`config.mk`:
```
export PLATFORM = sky130hd
export DESIGN_NAME = serial_adder
export DESIGN_NICKNAME = d
export VERILOG_FILES = /design/src/rtl/serial_adder.sv
export SDC_FILE = /design/constraint.sdc
export NUM_CORES = 1
export LEC_CHECK = 0
export CAP_MARGIN = 15
export CORE_MARGIN = 1.5
export CORE_UTILIZATION = 49
export CTS_CLUSTER_SIZE = 20
export DETAILED_ROUTE_END_ITERATION = 8
export PLACE_DENSITY = 0.78
export RECOVER_POWER = 100
export SLEW_MARGIN = 20
export SYNTH_ARGS = -nofsm -noshare
export SYNTH_HDL_FRONTEND = slang
export SYNTH_SLANG_ARGS = --single-unit
```
`constraint.sdc`:
```
create_clock -name clk -period 1.3 [get_ports clk]
set_input_delay 0.39 -clock clk [delete_from_list [all_inputs] [get_ports clk]]
set_output_delay 0.39 -clock clk [all_outputs]
set_load 0.01 [all_outputs]
```
`src/rtl/serial_adder.sv`:
```
// Bit-serial adder/subtractor: one full-adder cell walks a WIDTH-bit operand
// pair LSB-first, one bit per clock, behind a start/busy/done handshake.
//
//   state | meaning
//   ------+---------------------------------------------------------------
//   IDLE  | waiting for start; last result held on sum/cout/ovf
//   RUN   | shifting one bit pair per clock through the full adder
//   DONE  | one-cycle done pulse; start here is accepted back-to-back
module serial_adder #(
    parameter int WIDTH = 8
) (
    input  logic             clk,
    input  logic             rst,
    input  logic             start,
    input  logic             sub,
    input  logic [WIDTH-1:0] a,
    input  logic [WIDTH-1:0] b,
    input  logic             cin,
    output logic [WIDTH-1:0] sum,
    output logic             cout,
    output logic             ovf,
    output logic             busy,
    output logic             done
);

    localparam int CW = $clog2(WIDTH);
    // Bit index whose carry-out is the carry into the MSB, and the MSB itself.
    localparam logic [CW-1:0] CNT_PRE  = CW'(WIDTH - 2);
    localparam logic [CW-1:0] CNT_LAST = CW'(WIDTH - 1);

    typedef enum logic [1:0] {
        S_IDLE = 2'd0,
        S_RUN  = 2'd1,
        S_DONE = 2'd2
    } state_t;

    state_t           state_q, state_d;
    logic [WIDTH-1:0] a_sh_q, a_sh_d;
    logic [WIDTH-1:0] b_sh_q, b_sh_d;
    logic [WIDTH-1:0] sum_q, sum_d;
    logic [CW-1:0]    cnt_q, cnt_d;
    logic             carry_q, carry_d;
    logic             ovf_pre_q, ovf_pre_d;
    logic             cout_q, cout_d;
    logic             ovf_q, ovf_d;

    logic             fa_s;
    logic             fa_c;

    // The single full-adder cell, fed from the low bits of the shift registers.
    assign fa_s = a_sh_q[0] ^ b_sh_q[0] ^ carry_q;
    assign fa_c = (a_sh_q[0] & b_sh_q[0]) | (carry_q & (a_sh_q[0] ^ b_sh_q[0]));

    // Next-state and datapath update; everything holds unless a branch changes it.
    always_comb begin
        state_d   = state_q;
        a_sh_d    = a_sh_q;
        b_sh_d    = b_sh_q;
        sum_d     = sum_q;
        cnt_d     = cnt_q;
        carry_d   = carry_q;
        ovf_pre_d = ovf_pre_q;
        cout_d    = cout_q;
        ovf_d     = ovf_q;

        case (state_q)
            S_IDLE, S_DONE: begin
                if (start) begin
                    // Subtraction is a + ~b + 1: invert B and force carry-in.
                    a_sh_d  = a;
                    b_sh_d  = sub ? ~b : b;
                    carry_d = sub ? 1'b1 : cin;
                    cnt_d   = '0;
                    sum_d   = '0;
                    cout_d  = 1'b0;
                    ovf_d   = 1'b0;
                    state_d = S_RUN;
                end else begin
                    state_d = S_IDLE;
                end
            end

            S_RUN: begin
                sum_d   = {fa_s, sum_q[WIDTH-1:1]};
                a_sh_d  = a_sh_q >> 1;
                b_sh_d  = b_sh_q >> 1;
                carry_d = fa_c;
                cnt_d   = cnt_q + CW'(1);
                if (cnt_q == CNT_PRE) begin
                    ovf_pre_d = fa_c;
                end
                if (cnt_q == CNT_LAST) begin
                    // Signed overflow: carry into MSB differs from carry out of it.
                    cout_d  = fa_c;
                    ovf_d   = ovf_pre_q ^ fa_c;
                    state_d = S_DONE;
                end
            end

            default: begin
                state_d = S_IDLE;
            end
        endcase
    end

    // State and datapath registers with synchronous reset.
    always_ff @(posedge clk) begin
        if (rst) begin
            state_q   <= S_IDLE;
            a_sh_q    <= '0;
            b_sh_q    <= '0;
            sum_q     <= '0;
            cnt_q     <= '0;
            carry_q   <= 1'b0;
            ovf_pre_q <= 1'b0;
            cout_q    <= 1'b0;
            ovf_q     <= 1'b0;
        end else begin
            state_q   <= state_d;
            a_sh_q    <= a_sh_d;
            b_sh_q    <= b_sh_d;
            sum_q     <= sum_d;
            cnt_q     <= cnt_d;
            carry_q   <= carry_d;
            ovf_pre_q <= ovf_pre_d;
            cout_q    <= cout_d;
            ovf_q     <= ovf_d;
        end
    end

    assign sum  = sum_q;
    assign cout = cout_q;
    assign ovf  = ovf_q;
    assign busy = (state_q == S_RUN);
    assign done = (state_q == S_DONE);

endmodule

```
# [After elaboration in Yosys (flattened, before gate mapping)]
# Index checks and enable logic that the tools add are counted.
[op_classes] reduce_logical=6 mux=20 n_eq_ne=6 bitwise_logic=7 add_sub_neg=1
[op_table] cell="8-bit one-hot mux with 2 select lines" count=3
[op_table] cell="8-bit two-way mux" count=4
[op_table] cell="8-bit NOT" count=1
[op_table] cell="3-bit equality test, second input constant" count=2
[op_table] cell="1-bit two-way mux" count=6
[op_table] cell="1-bit one-hot mux with 2 select lines" count=3
[op_table] cell="3-bit one-hot mux with 2 select lines" count=1
[op_table] cell="2-bit one-hot mux with 2 select lines" count=1
[op_table] cell="2-bit AND reduction" count=2
[op_table] cell="3-bit by 1-bit adder with 3-bit output, second input constant" count=1
[op_table] cell="3-bit two-way mux" count=1
[op_table] cell="3-bit AND reduction" count=1
[op_table] cell="1-bit bitwise XOR" count=3
[op_table] cell="1-bit bitwise AND" count=2
[op_table] cell="2-bit by 1-bit equality test with 1-bit output, second input constant" count=1
[op_table] cell="2-bit equality test, second input constant" count=1
[op_table] cell="2-bit zero test" count=1
[op_table] cell="2-bit two-way mux" count=1
[op_table] cell="2-bit by 1-bit inequality test with 1-bit output, second input constant" count=1
[op_table] cell="2-bit inequality test, second input constant" count=1
[op_table] cell="2-bit nonzero test" count=1
[op_table] cell="2-bit OR reduction" count=1
[op_table] cell="1-bit OR" count=1
[totals] ff_bits=33 elab_cells=49

# [Depth between registers and ports, before layout]
[depth] word_depth=6 mapped_depth=6 ltp_nobuf=5

# [Worst setup path before layout]
# No wires, ideal clock.
[synth_path] path_type="reg2reg" from="register a_sh_q[0]" to="register ovf_q, in the netlist ovf" setup_time_ns=0.132 path_buffers=0 arrival_time_ns=1.062 path_stages_with_launch=5 path_slack_ns=0.105 synth_period_minus_slack_ns=1.195 path_cell_list="dfxtp_1 -> fa_1 -> xor2_1 -> nand3_1 -> a21oi_1"
[synth_between] elab_chain_cells=6
[synth_rtl] element="start, declared" line_no="38" source="logic [WIDTH-1:0] a_sh_q, a_sh_d;"
[synth_rtl] element="start signal, assigned" line_no="120" source="a_sh_q <= a_sh_d;"
[synth_rtl] element="1-bit bitwise XOR" line_no="52" source="assign fa_c = (a_sh_q[0] & b_sh_q[0]) | (carry_q & (a_sh_q[0] ^ b_sh_q[0]));"
[synth_rtl] element="1-bit bitwise AND" line_no="52"
[synth_rtl] element="1-bit OR (*)" line_no="52"
[synth_rtl] element="named net fa_c" line_no="48" source="logic fa_c;"
[synth_rtl] element="1-bit bitwise XOR (*)" line_no="95" source="ovf_d = ovf_pre_q ^ fa_c;"
[synth_rtl] element="1-bit two-way mux (*)" line_no="92" source="if (cnt_q == CNT_LAST) begin"
[synth_rtl] element="1-bit one-hot mux with 2 select lines (*)" line_no="66" source="case (state_q)"
[synth_rtl] element="end signal, assigned" line_no="127" source="ovf_q <= ovf_d;"
[synth_rtl] element="end, declared" line_no="45" source="logic ovf_q, ovf_d;"
# The timed path passes the listed nets; every way through them passes the cells marked *. The select of a mux whose other input is x is not followed.
# A chain may end at the register's enable or synchronous reset.

# [Worst setup path in the final report]
[layout_path] from="register state_q[1]" to="output busy"
[layout_between] elab_chain_cells=1
[layout_rtl] element="start, declared" line_no="37" source="state_t state_q, state_d;"
[layout_rtl] element="start signal, assigned" line_no="119" source="state_q <= state_d;"
[layout_rtl] element="2-bit by 1-bit equality test with 1-bit output" line_no="134" source="assign busy = (state_q == S_RUN);"
[layout_rtl] element="end, declared" line_no="22" source="output logic busy,"
# No other way between the ends.

==> qor.yml <==
outcome:
  status: "finished, violations left"
  violations: "negative setup slack"
grt:
  grt_max_degree: 34
  grt_pass1_wl_mm: 5.56
  overflow: 0
  grt_pass1_vias: 1230
  grt_usage: 0.220
  antenna_found_initial: 0
floorplan:
  dieWidth_um: 57.4
  core_area_um2: 2780
  io_pins: 33
  num_rows: 19
  die_h_um: 57.4
  dieArea_um2: 3290
  start_util: 0.521
cts:
  path_clk_slew_ps: 110
  cts_tree: "built"
  root_buffer: "clkbuf_4"
  clockBufferDepth: 2
  h-tree-depth: 2
  clk_latency_ps: 350
  numClockSinks: 33
  cts_buffers: 5
  hold_buffers: 0
route:
  routed_wl_mm: 3.49
  wl_per_cell_um: 14.6
  drt-pass1-iter-count: 4
  drt-initial-drc-count: 60
  ant_nets: 0
  routed_via_density: 5.78
  via_count: 1387
  drc: 0
critical_path:
  critPathArrivalTime_ps: 970
  reg2reg_depth: 5
  cp.required_ps: 910
  start_kind: "flip-flop"
  r2r_end: "ovf"
  crit_path_end_kind: "primary output"
  critPathKind: "flip-flop to primary output"
  setup.reg_to_reg.worst_slack_ps: 20
  critPathMaxFanout: 3
  r2r-start: "cnt_q[0]"
final_layout:
  area_growth_pct: 34.4
  fill_cells: 234
  multi_input_area_um2: 717
  diodes: 0
  drive_gt1_frac: 0.292
  final-seq-area_um2: 678
  nNetsFinal: 233
  final_util: 0.700
flow_run:
  cap_violations: 0
timing:
  slew_headroom: 0.797
  fin_crit_sh: 1.04
  clock_skew_ps: 12.9
  worst_slew_pin_slew_ps: 305
  postLayoutSetupSlackWorst_ps: -58.3
  rsz0062_at_grt: "yes"
  finalMaxSlewViolations: 0
  timing.fmax_ghz: 0.736
  hold_viol: 0
  setup_violations: 2
  finalCriticalPeriod_ps: 1360
power_and_ir_drop:
  swShare: 0.292
  power.internal_w: 0.00145
  p_per_area_nw_per_um2: 1050
  seqPwrFrac: 0.536
  p_clk_frac: 0.286
  switching_power_w: 0.000595
  peakVddDrop_uv: 866
  p_total_w: 0.00204
  p_leak_nw: 0.767
  p_comb_frac: 0.178
logic_synthesis:
  yosysMostFrequentCell: "dfxtp_1"
  yosys-top-cells-area: "dfxtp_1 (46%), nand3_1 (11%), a21oi_1 (10%)"
  synth_edf_count: 0
  synthArstFlopShare: 0
  syn_area_um2: 1450
  synth_warnings: 0
  synthTopCellsByCount: "dfxtp_1 (33), nand3_1 (32), a21oi_1 (30), a22oi_1 (14), nand2_1 (14)"
  synth-seq-area-share: 0.456
  avgSynthCellArea_um2: 8.68
  ys_ff_latch: 33
  syn_nets: 192
  synth_top_area_cell: "dfxtp_1"
  yosys_most_used_dff: "dfxtp_1"
  synth_top_area_frac: 0.456
  synthDistinctLibCells: 22
  syn_inst: 167
placement:
  port_buffers: 32
  dp.final_hpwl_mm: 2.09
  gp_congestion: 0.761
min_path:
  hold_class: "flip-flop to flip-flop"
  hold_depth: 2
  min_to: "b_sh_q[7]"
  worstHoldStart: "b_sh_q[7]"
## layout make-up
cell class | count | share of cell area
tap | 31 | 0.0199
sequential | 33 | 0.348
timing repair buffer | 50 | 0.230
multi-input combinational | 116 | 0.368
inverter | 2 | 0.00514
clock inverter | 3 | 0.00900
clock buffer | 5 | 0.0193
## stage by stage
step | TNS, ps | hold slack [ps] | cell area (µm²) | std cells | setup slack, ps
after floorplan | 0 | 444 | 1450 | 167 | 105
after global placement | -5000 | 453 | 1830 | 227 | -232
after detailed placement | -7090 | 461 | 1830 | 227 | -327
after CTS | -89.4 | 476 | 1920 | 238 | -60.1
after global routing | -277 | 494 | 1950 | 240 | -80.4
final | -81.6 | 472 | 1950 | 240 | -58.3
## cells in the final DEF (no fill, tap or decap), types with 2 or more instances in the layout
cell type / count
xor2_1: 8
a22oi_1: 13
buf_6: 2
buf_12: 2
nor2_1: 2
dfxtp_1: 19
a21oi_1: 29
clkbuf_4: 5
buf_4: 14
o21ai_0: 2
nand3_1: 31
dfxtp_2: 14
nand2_1: 14
clkinv_2: 2
buf_2: 11
ha_1: 3
clkdlybuf4s50_1: 20
## flip-flops by register name, summed over array words and instances, names as in the netlist
signal and count:
b_sh_q 8, ovf 1, cout 1, cnt_q 3
ovf_pre_q 1, carry_q 1, a_sh_q 8, sum 8
state_q 2
## kinds of logic after synthesis
kind of cell               share of synthesized area
buffers and inverters                         0.0743
AOI/OAI and AO/OA                              0.193
xor gates and xnor gates                      0.0544
and+or+nand+nor                                0.183
DFF                                            0.456
adders and majority gates                     0.0397
## layer usage
layer  vias to the layer above  wire, µm  GRT usage
met5                         -         0          0
met1                       658      1440      0.281
met4                         0        59      0.120
li1                        666         -          -
met3                         6       229     0.0544
met2                        57      1760      0.341
## how the worst max path moves through the flow
| stage | startpoint | end | slack (ps) | depth (start not counted) |
|---|---|---|---|---|
| floorplan | a_sh_q[0] | ovf | 110 | 4 |
| global placement | start | a_sh_q[0] | -230 | 5 |
| detailed placement | start | b_sh_q[3] | -330 | 5 |
| CTS | state_q[1] | busy | -60 | 3 |
| global route | state_q[1] | busy | -80 | 3 |
| finish | state_q[1] | busy | -60 | 3 |
## power by group through the flow
stage	Clock, W	Sequential, W	Combinational (W)
after floorplan	0	0.00111	0.000207
after global placement	0	0.00111	0.000322
after detailed placement	0	0.00111	0.000332
after CTS	0.000584	0.00109	0.000341
after global routing	0.000619	0.00110	0.000398
final	0.000584	0.00109	0.000363
## critical path, stage by stage (launching register included)
cell and delay [ps]:
dfxtp_2 340, nand2b_4 150, inv_4 60, buf_6 90
## what timing repair did
| action | in CTS | in global routing |
|---|---|---|
| resized for setup | 56 | 18 |
| cloned | 0 | 1 |
| setup buffers | 3 | 2 |
| endpoints found under the setup margin | 13 | 28 |
| pin swaps | 2 | 3 |
Power figures use the tool's default switching activity.
